<file path="src/rtl/bin_to_bcd_seq.sv">
// Sequential binary-to-BCD converter (shift-and-add-3), one input bit per clock.
// start/done handshake; inputs above 10^DIGITS-1 saturate to all nines with ovf set.
module bin_to_bcd_seq #(
  parameter int unsigned BIN_W  = 14,
  parameter int unsigned DIGITS = 4
) (
  input  logic                  clk,
  input  logic                  rst_n,
  input  logic                  start,
  input  logic [BIN_W-1:0]      bin,
  output logic                  ready,
  output logic                  busy,
  output logic                  done,
  output logic [4*DIGITS-1:0]   bcd,
  output logic                  ovf
);

  localparam int unsigned BcdW = 4 * DIGITS;
  localparam int unsigned ScrW = BcdW + BIN_W;
  localparam int unsigned CntW = (BIN_W > 1) ? $clog2(BIN_W) : 1;

  function automatic longint unsigned pow10(input int unsigned n);
    longint unsigned p;
    p = 64'd1;
    for (int unsigned i = 0; i < n; i++) begin
      p = p * 64'd10;
    end
    return p;
  endfunction

  localparam longint unsigned MaxVal = pow10(DIGITS) - 64'd1;
  localparam logic [CntW-1:0] LastCnt = CntW'(BIN_W - 1);
  localparam logic [BcdW-1:0] SatBcd  = {DIGITS{4'h9}};

  typedef enum logic [1:0] {StIdle, StShift, StDone} state_e;

  state_e            state_q, state_d;
  logic [ScrW-1:0]   scr_q, scr_d;
  logic [CntW-1:0]   cnt_q, cnt_d;
  logic              ovf_pend_q, ovf_pend_d;
  logic [BcdW-1:0]   bcd_q, bcd_d;
  logic              ovf_q, ovf_d;
  logic [ScrW-1:0]   adj, shifted;

  // One double-dabble step: correct each BCD nibble, then shift the whole scratch.
  always_comb begin
    adj = scr_q;
    for (int unsigned i = 0; i < DIGITS; i++) begin
      if (scr_q[BIN_W + 4*i +: 4] >= 4'd5) begin
        adj[BIN_W + 4*i +: 4] = scr_q[BIN_W + 4*i +: 4] + 4'd3;
      end
    end
    shifted = adj << 1;
  end

  always_comb begin
    state_d    = state_q;
    scr_d      = scr_q;
    cnt_d      = cnt_q;
    ovf_pend_d = ovf_pend_q;
    bcd_d      = bcd_q;
    ovf_d      = ovf_q;
    unique case (state_q)
      StIdle: begin
        if (start) begin
          scr_d      = {{BcdW{1'b0}}, bin};
          cnt_d      = '0;
          ovf_pend_d = 64'(bin) > MaxVal;
          state_d    = StShift;
        end
      end
      StShift: begin
        scr_d = shifted;
        cnt_d = cnt_q + CntW'(1);
        if (cnt_q == LastCnt) begin
          state_d = StDone;
          bcd_d   = ovf_pend_q ? SatBcd : shifted[ScrW-1 -: BcdW];
          ovf_d   = ovf_pend_q;
        end
      end
      StDone: begin
        state_d = StIdle;
      end
      default: begin
        state_d = StIdle;
      end
    endcase
  end

  always_ff @(posedge clk or negedge rst_n) begin
    if (!rst_n) begin
      state_q    <= StIdle;
      scr_q      <= '0;
      cnt_q      <= '0;
      ovf_pend_q <= 1'b0;
      bcd_q      <= '0;
      ovf_q      <= 1'b0;
    end else begin
      state_q    <= state_d;
      scr_q      <= scr_d;
      cnt_q      <= cnt_d;
      ovf_pend_q <= ovf_pend_d;
      bcd_q      <= bcd_d;
      ovf_q      <= ovf_d;
    end
  end

  assign ready = (state_q == StIdle);
  assign busy  = (state_q == StShift);
  assign done  = (state_q == StDone);
  assign bcd   = bcd_q;
  assign ovf   = ovf_q;

endmodule

</file>
<file path="config.mk">
export PLATFORM = sky130hd
export DESIGN_NAME = bin_to_bcd_seq
export DESIGN_NICKNAME = d
export VERILOG_FILES = /design/src/rtl/bin_to_bcd_seq.sv
export SDC_FILE = /design/constraint.sdc
export NUM_CORES = 1
export LEC_CHECK = 0
export ABC_CLOCK_PERIOD_IN_PS = 1800
export BUFFER_PORTS_ARGS = -buffer_cell sky130_fd_sc_hd__buf_2
export CORE_MARGIN = 5
export CORE_UTILIZATION = 57
export DETAILED_ROUTE_END_ITERATION = 6
export PLACE_DENSITY = 0.79
export SLEW_MARGIN = 0
export SYNTH_ARGS = -nofsm -noshare
export SYNTH_HDL_FRONTEND = slang
export SYNTH_SLANG_ARGS = --single-unit
</file>
<file path="constraint.sdc">
create_clock -name clk -period 1.8 [get_ports clk]
set_input_delay 0.36 -clock clk [delete_from_list [all_inputs] [get_ports clk]]
set_output_delay 0.36 -clock clk [all_outputs]
set_load 0.05 [all_outputs]
</file>
==> results.md <==
* DRT Wirelength at 5580 um
* Yosys warnings at 0
* Share of cells above drive strength 1 at 24.3%
* Clk Latency, worst-skew pair at 300 ps
* CP required at 1440 ps
* CP peak stage delay at 420 ps
* Antenna Cells at 0
* Slew Limit Fails at 0
* Outcome: finished clean
* Placed insts at 337
* Fmax at 575 MHz
* Skew final at 6.55 ps
* CTS root buffer: clkbuf_8
* Synth area leaders: dfrtp_1 (52%), nor2_1 (5.5%), ha_1 (4.8%), o21ai_0 (3.5%), o22ai_1 (2.9%)
* Clock Path Buffers at 2
* Sequential fraction of the synthesis area at 51.9%
* Hold Crit Class: in -> reg
* Gr usage total at 19.7%
* Clock transition at path regs at 90 ps
* Tot Pwr at 6.57 mW
* Vias in the first global route at 2064
* Critical Setup Path Class: reg -> out
* CTS tree: yes
* Ys async rst share at 100%
* Setup Viol. Count Final at 0
* Path depth of the worst reg2reg path at 6
* GR met1 Demand/Resource at 27.1%
* Die Wd at 77.6 um
* FP Rows at 24
* Chip height at 77.6 um
* Global route hottest layer: met2
* Mapped cell area at 2600 sq um
* Hold Path Depth at 3
* Post-Synthesis Cells at 253
* Fin. Hold Viols at 0
* Maxcap violations at 0
* Critical path's slowest cell: dfrtp_2
* Final Net Count at 322
* H-Tree Level Count at 2
* Drt wl/cell at 16.0 um
* Startpoint types: register
* Initial Util at 59.3%
* Worst rel slew slack at 72.3%
* Critical-path maximum fanout at 29
* Power Density at 2140 nW/um^2
* Syn nets at 280
* Fin cells at 348
* Total gr overflow at 0
* Synth unique cells at 40
* DR pass1 iterations at 4
* Critical path arrival at 1380 ps
* Met2 usage in global routing at 32.5%
* Worst-margin pin slew at 415 ps
* Final Cycle Share at 96.6%
* Antenna viol nets, final at 0
* Number of synthesized register bits at 54
* Initial DRC Count at 146
* Fin area at 3070 sq um
* Largest net degree at the start of global routing at 38
* Setup TNS after final layout at 0 ps
* DRC errors left at 0
* Total core area at 4380 sq um
* Post-DP HPWL at 3820 um
* Fillers at 337
* Via count at 2014
* Post-DP Area at 2870 sq um
* Crit. End Element: primary output
* Worst-case vdd ir drop at 1.18 mV
* Initial antenna violation count at 0
* First-pass GRT wire length at 9700 um
* Gpl congestion at 0.803
* Worst Hold Margin at 247 ps
* M3 GR Usage at 3.59%
* IO Pins at 37
* Post-synth top area cell: dfrtp_1
* Area grow syn2layout at 17.8%
* Syn Area/Cell at 10.3 sq um
* Area share of the largest cell type after synthesis at 51.9%
* Sequence of cells on the critical path: nand2b_4 > buf_12 > clkinvlp_4 > buf_6
* Die area at 6010 sq um
* Post-DR vias/cell at 5.79
* Clock sinks at 54
* LEAKAGE at 1.40 nW
* CTS buffer count at 5
* Port Buffers at 36
* Number of synthesized flops with an enable pin at 0
* Tmin final at 1740 ps
* Main flop type after synthesis: dfrtp_1
logic make-up (layout without fill, tap and decap cells):
| logic type | Yosys count | in the layout | synth area share (%) |
|---|---|---|---|
| simple gates | 92 | 92 | 17.6 |
| compound gates | 64 | 64 | 17.6 |
| flops | 54 | 54 | 51.9 |
| xor+xnor | 5 | 5 | 1.68 |
| mux | 4 | 4 | 1.64 |
| buf+inv | 24 | 67 | 4.76 |
| fa+ha+maj | 10 | 10 | 4.81 |
worst max-delay path: cells and delay by family (launching register included):
kind                   cells  cell delay [ps]
AND/OR/NAND/NOR            1              160
flip-flops                 1              420
buffers and inverters      3              490
layer usage:
metal  share of wire (%)  vias to the layer above
met5                   0                        -
met4                0.34                        0
met3                 5.5                        2
met2                  48                       48
met1                  46                      989
li1                    -                      975
area by class of cell:
class                   count  area (sq um)  area share [%]
clock buffers               6          82.6            2.69
clock inverters             2          60.1            1.96
inverters                  12          52.6            1.71
multi-input cells         175          1140            37.3
flip-flops and latches     54          1350            44.2
well taps                  52          65.1            2.12
repair buffers             47           309            10.1
repair_timing:
action,CTS,global route
setup endpoints to repair,1,14
resized for setup,2,8
hold buffers,1,0
setup buffers,1,1
pin swaps,0,0
hold endpoints to repair,17,0
placed cells by master (no fill, tap or decap), types with 7 or more instances in the layout:
cell type   n
dfrtp_1    52
buf_2      35
nor3b_1     7
ha_1        9
nand3_1    13
nand2_1    17
inv_1      10
nor2_1     37
o22ai_1    12
buf_4       7
a21oi_1     7
o21ai_0    18
power breakdown:
part / total (mW) / switching [mW] / internal [mW]
combinational: 3.34 / 2.13 / 1.22
clock: 0.978 / 0.385 / 0.593
sequential: 2.25 / 0.462 / 1.79
stage by stage:
step,setup slack [ps],utilization [%]
final,61.5,69.9
after global routing,-4.16,69.9
after CTS,5.63,69.1
after detailed placement,67.4,65.4
after global placement,152,65.4
after floorplan,183,-
worst paths after layout:
path	start	end	slack [ps]
worst min register to register	bcd[14]	bcd[14]	490
worst min-delay path	bin[0]	scr_q[0]	250
min in group asynchronous	rst_n	bcd[10]	510
worst max-delay path	state_q[1]	busy	60
worst max register to register	state_q[1]	bcd[3]	80
max in group asynchronous	rst_n	state_q[0]	750
synthesized netlist by cell type (4+ instances only):
cell type,number
inv_1,10
a22o_1,5
o21ai_0,18
dfrtp_1,54
nor3b_1,7
nand2b_1,4
nand2_1,17
a21oi_1,10
a32o_1,4
o22ai_1,12
ha_1,10
buf_2,6
xnor2_1,4
nand3_1,13
nor2_1,38
o31ai_1,4
state kept, by name (all words and copies together) (netlist names):
register and count:
ovf 1, ovf_pend_q 1, bcd 16, state_q 2
cnt_q 4, scr_q 30
No activity file was read; power rests on OpenSTA's default activity.
